<file path="src/rtl/exc_pc_if.sv">
// Trap/return handshake between the main control FSM and the exception PC sequencer.
// master: main control FSM side; slave: exc_pc_ctrl.
interface exc_pc_if;
  logic        exc_opcode;
  logic        exc_ovf;
  logic        exc_div0;
  logic        eret;
  logic [31:0] pc_atual;
  logic [31:0] epc;
  logic [31:0] mem_addr;
  logic        mem_rd;
  logic [2:0]  pc_sel;
  logic        pc_we;
  logic        busy;
  logic [1:0]  cause;

  modport master (
    output exc_opcode, exc_ovf, exc_div0, eret, pc_atual,
    input  epc, mem_addr, mem_rd, pc_sel, pc_we, busy, cause
  );

  modport slave (
    input  exc_opcode, exc_ovf, exc_div0, eret, pc_atual,
    output epc, mem_addr, mem_rd, pc_sel, pc_we, busy, cause
  );
endinterface

</file>
<file path="src/rtl/exc_pc_ctrl.sv">
// Exception/return sequencer: saves EPC, reads the handler vector from memory, loads the PC.
// Define EXC_CAUSE_EN to build the trap-cause register; otherwise cause reads 2'b00.
module exc_pc_ctrl #(
  parameter logic [31:0] VEC_OPCODE = 32'd253,
  parameter logic [31:0] VEC_OVF    = 32'd254,
  parameter logic [31:0] VEC_DIV0   = 32'd255,
  parameter int unsigned MEM_LAT    = 1
) (
  input logic     clk,
  input logic     reset_n,
  exc_pc_if.slave bus
);

  localparam int unsigned CNT_W = (MEM_LAT > 1) ? $clog2(MEM_LAT) : 1;

  localparam logic [2:0] S_IDLE  = 3'd0;
  localparam logic [2:0] S_SAVE  = 3'd1;
  localparam logic [2:0] S_FETCH = 3'd2;
  localparam logic [2:0] S_LOAD  = 3'd3;
  localparam logic [2:0] S_RET   = 3'd4;

  localparam logic [2:0] SEL_MEM  = 3'b000;
  localparam logic [2:0] SEL_HOLD = 3'b011;
  localparam logic [2:0] SEL_EPC  = 3'b101;

  logic [2:0]       state_q, state_d;
  logic [CNT_W-1:0] cnt_q;
  logic [1:0]       code_q, code_d;
  logic [31:0]      vec_addr;
  logic [31:0]      epc_q, mem_addr_q;
  logic [2:0]       pc_sel_q, pc_sel_d;
  logic             mem_rd_q, mem_rd_d;
  logic             pc_we_q, pc_we_d;
  logic             busy_q, busy_d;
  logic             take_exc;

  assign take_exc = bus.exc_opcode | bus.exc_ovf | bus.exc_div0;

  // Cause code of the highest-priority pending trap (opcode > ovf > div0)
  always_comb begin
    code_d = 2'b00;
    if (bus.exc_opcode)    code_d = 2'b01;
    else if (bus.exc_ovf)  code_d = 2'b10;
    else if (bus.exc_div0) code_d = 2'b11;
  end

  always_comb begin
    vec_addr = VEC_OPCODE;
    case (code_q)
      2'b10:   vec_addr = VEC_OVF;
      2'b11:   vec_addr = VEC_DIV0;
      default: vec_addr = VEC_OPCODE;
    endcase
  end

  always_ff @(posedge clk or negedge reset_n) begin
    if (!reset_n) state_q <= S_IDLE;
    else          state_q <= state_d;
  end

  // Next state plus next values of the registered outputs, decoded from the next state
  always_comb begin
    state_d  = state_q;
    pc_sel_d = SEL_HOLD;
    pc_we_d  = 1'b0;
    mem_rd_d = 1'b0;
    busy_d   = 1'b1;
    case (state_q)
      S_IDLE: begin
        if (take_exc)      state_d = S_SAVE;
        else if (bus.eret) state_d = S_RET;
      end
      S_SAVE:  state_d = S_FETCH;
      S_FETCH: if (cnt_q == '0) state_d = S_LOAD;
      S_LOAD:  state_d = S_IDLE;
      S_RET:   state_d = S_IDLE;
      default: state_d = S_IDLE;
    endcase
    case (state_d)
      S_IDLE:  busy_d = 1'b0;
      S_FETCH: mem_rd_d = 1'b1;
      S_LOAD: begin
        pc_sel_d = SEL_MEM;
        pc_we_d  = 1'b1;
      end
      S_RET: begin
        pc_sel_d = SEL_EPC;
        pc_we_d  = 1'b1;
      end
      default: ;
    endcase
  end

  always_ff @(posedge clk or negedge reset_n) begin
    if (!reset_n) begin
      code_q     <= 2'b00;
      cnt_q      <= '0;
      epc_q      <= 32'd0;
      mem_addr_q <= 32'd0;
      pc_sel_q   <= SEL_HOLD;
      pc_we_q    <= 1'b0;
      mem_rd_q   <= 1'b0;
      busy_q     <= 1'b0;
    end else begin
      if (state_q == S_IDLE && take_exc) code_q <= code_d;
      if (state_q == S_SAVE) begin
        epc_q <= bus.pc_atual - 32'd4;
        cnt_q <= CNT_W'(MEM_LAT - 1);
      end else if (state_q == S_FETCH && cnt_q != '0) begin
        cnt_q <= cnt_q - CNT_W'(1);
      end
      // mem_addr only changes while fetching and holds afterwards
      if (state_d == S_FETCH) mem_addr_q <= vec_addr;
      pc_sel_q <= pc_sel_d;
      pc_we_q  <= pc_we_d;
      mem_rd_q <= mem_rd_d;
      busy_q   <= busy_d;
    end
  end

`ifdef EXC_CAUSE_EN
  logic [1:0] cause_q;

  always_ff @(posedge clk or negedge reset_n) begin
    if (!reset_n)                cause_q <= 2'b00;
    else if (state_q == S_SAVE)  cause_q <= code_q;
  end

  assign bus.cause = cause_q;
`else
  assign bus.cause = 2'b00;
`endif

  assign bus.epc      = epc_q;
  assign bus.mem_addr = mem_addr_q;
  assign bus.mem_rd   = mem_rd_q;
  assign bus.pc_sel   = pc_sel_q;
  assign bus.pc_we    = pc_we_q;
  assign bus.busy     = busy_q;

endmodule

</file>
<file path="src/flat_wrapper.sv">
// flat-port wrapper written by rule: the top's interface ports become plain ports
module exc_pc_ctrl_flat 
#(
  parameter logic [31:0] VEC_OPCODE = 32'd253,
  parameter logic [31:0] VEC_OVF    = 32'd254,
  parameter logic [31:0] VEC_DIV0   = 32'd255,
  parameter int unsigned MEM_LAT    = 1
)
  (clk, reset_n, bus_exc_opcode, bus_exc_ovf, bus_exc_div0, bus_eret, bus_pc_atual, bus_epc, bus_mem_addr, bus_mem_rd, bus_pc_sel, bus_pc_we, bus_busy, bus_cause);
  exc_pc_if bus_i ();
  input logic clk;
  input logic reset_n;
  input wire logic [$bits(bus_i.exc_opcode)-1:0] bus_exc_opcode;
  input wire logic [$bits(bus_i.exc_ovf)-1:0] bus_exc_ovf;
  input wire logic [$bits(bus_i.exc_div0)-1:0] bus_exc_div0;
  input wire logic [$bits(bus_i.eret)-1:0] bus_eret;
  input wire logic [$bits(bus_i.pc_atual)-1:0] bus_pc_atual;
  output wire logic [$bits(bus_i.epc)-1:0] bus_epc;
  output wire logic [$bits(bus_i.mem_addr)-1:0] bus_mem_addr;
  output wire logic [$bits(bus_i.mem_rd)-1:0] bus_mem_rd;
  output wire logic [$bits(bus_i.pc_sel)-1:0] bus_pc_sel;
  output wire logic [$bits(bus_i.pc_we)-1:0] bus_pc_we;
  output wire logic [$bits(bus_i.busy)-1:0] bus_busy;
  output wire logic [$bits(bus_i.cause)-1:0] bus_cause;
  assign bus_i.exc_opcode = bus_exc_opcode;
  assign bus_i.exc_ovf = bus_exc_ovf;
  assign bus_i.exc_div0 = bus_exc_div0;
  assign bus_i.eret = bus_eret;
  assign bus_i.pc_atual = bus_pc_atual;
  assign bus_epc = bus_i.epc;
  assign bus_mem_addr = bus_i.mem_addr;
  assign bus_mem_rd = bus_i.mem_rd;
  assign bus_pc_sel = bus_i.pc_sel;
  assign bus_pc_we = bus_i.pc_we;
  assign bus_busy = bus_i.busy;
  assign bus_cause = bus_i.cause;
  exc_pc_ctrl #(.VEC_OPCODE(VEC_OPCODE), .VEC_OVF(VEC_OVF), .VEC_DIV0(VEC_DIV0), .MEM_LAT(MEM_LAT)) u_core (.clk(clk), .reset_n(reset_n), .bus(bus_i));
endmodule
</file>
<file path="config.mk">
export PLATFORM = sky130hd
export DESIGN_NAME = exc_pc_ctrl_flat
export DESIGN_NICKNAME = d
export VERILOG_FILES = /design/src/rtl/exc_pc_if.sv /design/src/rtl/exc_pc_ctrl.sv /design/src/flat_wrapper.sv
export SDC_FILE = /design/constraint.sdc
export NUM_CORES = 1
export LEC_CHECK = 0
export BUFFER_PORTS_ARGS = -buffer_cell sky130_fd_sc_hd__buf_2
export CORE_ASPECT_RATIO = 0.75
export CORE_MARGIN = 5
export CORE_UTILIZATION = 45
export CTS_CLUSTER_DIAMETER = 40
export DETAILED_ROUTE_END_ITERATION = 10
export PLACE_DENSITY = 0.77
export SYNTH_ARGS = -nofsm -noshare
export SYNTH_HDL_FRONTEND = slang
export SYNTH_SLANG_ARGS = --single-unit
</file>
<file path="constraint.sdc">
create_clock -name clk -period 1.8 [get_ports clk]
set_input_delay 0.36 -clock clk [delete_from_list [all_inputs] [get_ports clk]]
set_output_delay 0.36 -clock clk [all_outputs]
set_load 0.01 [all_outputs]
</file>
### Word level (Yosys, flattened, before mapping)

Index checks and enable logic that the tools add are counted.

| word-level totals | value |
|---|---|
| register bits | 76 |
| latch bits | 0 |
| RAM bits | 0 |
| memory bits (read-only) | 0 |
| input port bits | 38 |
| output and inout bits | 72 |
| logic and storage cells | 40 |
| memories | 0 |

| operators by class | value |
|---|---|
| $add $sub $neg | 2 |
| multiply operators | 0 |
| divide/modulo/power cells | 0 |
| $lt $le $gt $ge | 0 |
| equality and inequality tests | 7 |
| shift operators | 0 |
| mux-type cells | 14 |
| bitwise logic cells | 2 |
| reductions and logical operators | 6 |

Operators by type and width:

| cell | count |
|---|---|
| 32-bit by 3-bit subtractor with 32-bit output, second input constant | 1 |
| 3-bit by 2-bit equality test with 1-bit output, second input constant | 3 |
| 3-bit two-way mux | 3 |
| 3-bit one-hot mux with 3 select lines | 1 |
| 3-bit logical NOT | 2 |
| 2-bit two-way mux | 3 |
| 3-bit one-hot mux with 2 select lines | 1 |
| 1-bit two-way mux | 5 |
| 2-bit equality test, second input constant | 2 |
| 2-bit one-hot mux with 2 select lines | 1 |
| 3-bit by 1-bit equality test with 1-bit output, second input constant | 1 |
| 3-bit equality test, second input constant | 1 |
| 1-bit logical AND | 2 |
| 1-bit OR | 2 |
| 2-bit nonzero test | 1 |
| 2-bit OR reduction | 1 |
| 1-bit subtractor, second input constant | 1 |

### Longest topological paths before layout

| depth | value |
|---|---|
| word-level depth | 7 |
| gate-level depth with buffers | 7 |
| gate-level depth less buffers | 7 |

### Least setup slack after synthesis

OpenSTA, ideal clock, no wires.

| path | value |
|---|---|
| path kind | input -> register |
| from | input bus_pc_atual[19] |
| to | register u_core.epc_q[31] (netlist: u_core.bus.epc[31]) |
| data arrival time | 1.828 ns |
| data required time | 1.681 ns |
| slack | -0.147 ns |
| cell stages on the path | 5 |
| path buffers | 0 |
| path through | or4_4 > or4_4 > nor4_4 > xnor2_1 > o21ai_2 |

| on the way | value |
|---|---|
| longest elaborated chain between the ends | 1 |

Ends and longest elaborated chain:

| element | RTL line | source |
|---|---|---|
| from (decl) | flat_wrapper.sv:17 | `input wire logic [$bits(bus_i.pc_atual)-1:0] bus_pc_atual;` |
| 32-bit by 3-bit subtractor with 32-bit output | exc_pc_ctrl.sv:107 | `epc_q <= bus.pc_atual - 32'd4;` |
| to (signal assigned) | exc_pc_ctrl.sv:107 |  |
| to (decl) | exc_pc_ctrl.sv:30 | `logic [31:0] epc_q, mem_addr_q;` |

Every way passes these cells.
A chain may end at the register's enable or synchronous reset.

### Worst setup path after layout

| path | value |
|---|---|
| from | input bus_pc_atual[19] |
| to | register u_core.epc_q[29] (netlist: u_core.bus.epc[29]) |

Same word-level chain as after synthesis.

==> summary.txt <==
largest family of logic cells by synthesized area -> simple AND/OR/NAND/NOR gates
router iterations before antenna repair -> 4
PwrDens -> 1302 nW/um2
area of the core -> 5353 um2
Post-Synth XOR/XNOR Area -> 8.476%
CTS tree -> done
Min Clock Period, post-route -> 1763 ps
Max Slew Vio Count -> 0
part of the cycle the worst path needs -> 97.93%
Layout Nets -> 404
post-synthesis sequential area ratio -> 47.53%
# port buffers -> 83
Worst-path clk slew -> 90 ps
Async S/R FF share, synth -> 100.0%
grt total ovfl -> 0
Crit path required time -> 2000 ps
Post-Route WL -> 5950 um
die outline area -> 7111 um2
skew final -> 1.601 ps
area share of fa/ha/maj cells after synthesis -> 0.5045%
Power, Total -> 4.252 mW
Arr. time, crit path -> 1960 ps
clock buffer depth -> 2
setup violators final -> 0
cell taking the most area after synthesis -> dfrtp_1
I/O pins -> 110
Root Driver -> clkbuf_8
Mapped Area -> 2480 um2
PnR worst setup slack -> 37.35 ps
run status -> finished with violations
Hold WC Path Type -> primary input to async pin
Worst-Skew Late Latency -> 310 ps
area grow syn2layout -> 31.69%
synth warn -> 0
share of the synthesized area in the top cell type -> 45.41%
H-tree depth -> 2
# diodes -> 0
Startpoint Class -> primary input
vias in the first global route -> 1956
final hold slack -> -9.262 ps
Synth cell types -> 43
layout cells sized above 1 -> 41.53%
number of hold buffers added after cts -> 0
Row Count -> 23
Final Hold Viols -> 17
first-pass GRT wire length -> 9218 um
die width -> 95.72 um
HPWL Detailed -> 4592 um
Commonest cells post-synth -> dfrtp_1, nand2_1, buf_4, o21ai_0, xnor2_1
clk sink count -> 47
Crit. End Element -> flop
Leak -> 1.557 nW
antenna violations before repair -> 0
Via Count -> 2046
Post-synth EDFFs -> 0
Worst IR Drop VDD -> 0.5834 mV
Die Height -> 74.29 um
crit path kind -> primary input to flop
most numerous cell in the Yosys netlist -> dfrtp_1
Compound-Gate Fraction of Synth Area -> 9.435%
Detailed Route Iter0 Violations -> 49
DRT antenna net count -> 0
failing checks -> hold timing
routability cong. -> 0.7866
synthesized instance count -> 257
Resized Gates After CTS -> 0
wire per inst -> 13.49 um
simple-gate share of the synthesized area -> 21.49%
initial cell density of the core -> 46.33%
main area contributors after synthesis -> dfrtp_1, buf_4, xnor2_1, nand2_1, o21ai_0
RSZ-0062 raised after global routing -> no
Max Clk Rate -> 567.3 MHz
post-CTS setup buffer count -> 0
DRC -> 0
#FFs+latches synth -> 47
Placement Setup Slack -> -310.9 ps
max-cap violations -> 0
syn_area_per_cell -> 9.649 um2
post-synthesis mux area share -> 0.4541%
TNS Setup -> 0 ps
commonest register cell after synthesis -> dfrtp_1
vias per inst -> 4.639
CTS buffer count -> 5
fin util -> 61.01%
peak fanout along the critical path -> 5
largest net degree at the start of global routing -> 43
gr usage total -> 16.99%
## flip-flops by register name, indices dropped and copies added, names as in the netlist
| register | count |
|---|---|
| u_core.bus.mem_rd | 1 |
| u_core.bus.pc_sel | 3 |
| u_core.bus.busy | 1 |
| u_core.cnt_q | 1 |
| u_core.code_q | 2 |
| u_core.bus.pc_we | 1 |
| u_core.bus.epc | 32 |
| u_core.state_q | 3 |
| u_core.bus.mem_addr | 3 |
## stage by stage
stage / instances / cell area [um2]
detailed placement: 433 / 3146
finish: 441 / 3266
floorplan: 282 / 2648
global placement: 433 / 3146
CTS: 441 / 3238
global route: 441 / 3266
## worst paths after layout
kind | start | end | slack, ps | depth (start not counted)
worst max-delay path | bus_pc_atual[19] | u_core.bus.epc[29] | 40 | 6
worst min-delay path | reset_n | u_core.bus.epc[2] | -9 | 1
worst max register to register | u_core.state_q[1] | u_core.bus.epc[19] | 230 | 5
worst min register to register | u_core.bus.epc[1] | u_core.bus.epc[1] | 480 | 2
max in group asynchronous | reset_n | u_core.bus.epc[31] | 1300 | 2
min in group clk | bus_pc_atual[0] | u_core.bus.epc[0] | 230 | 3
## final cells by class
cell class	instances	area, um2
clock buffers	5	68.82
clock inverters	3	23.77
fillers	490	2087
inverters	4	32.53
multi-input cells	192	1175
flip-flops and latches	47	1179
well taps	75	93.84
repair buffers	115	693.2
## logic make-up after synthesis
logic type | Yosys count
adder cells (fa/ha/maj) | 1
AND/OR/NAND/NOR | 98
buffers and inverters | 43
flip-flops | 47
XOR/XNOR | 24
AO/OA/AOI/OAI | 42
other | 1
multiplexers | 1
## per-layer routing
| metal | track usage (%) | routed length (um) |
|---|---|---|
| met1 | 21.45 | 2575 |
| met2 | 28.12 | 2807 |
| met3 | 5.662 | 491 |
| met4 | 4.732 | 76 |
| met5 | 0 | 0 |
## power by group
group	internal, mW	total, mW	switching [mW]
sequential	1.55	1.79	0.244
combinational	0.758	1.79	1.03
clock	0.278	0.675	0.397
## cell usage in the layout (no fill, tap or decap), types with 2 or more instances in the layout
master      instances
buf_2              83
nand2b_1            3
nor4_1              3
conb_1             26
inv_6               2
or2_2               6
dfrtp_1            45
clkbuf_8            5
nor4_4              3
nor2_1             11
nor3_1              7
a21oi_1             5
dfstp_2             2
nand2_1            39
and3_1              2
clkinvlp_4          2
a31oi_1             3
xnor2_1            21
o21ai_0            22
buf_4              29
inv_1               2
or4_4               3
nor2b_1             2
buf_12              3
or3_1               4
o21ai_1             6
nor3_2              4
xor2_1              3
## critical path, cell delays in order
cell	delay (ps)
buf_2	110
or4_4	560
or3_1	410
nor4_1	260
xnor2_1	180
o21ai_1	80
(Power assumes the default switching activity.)
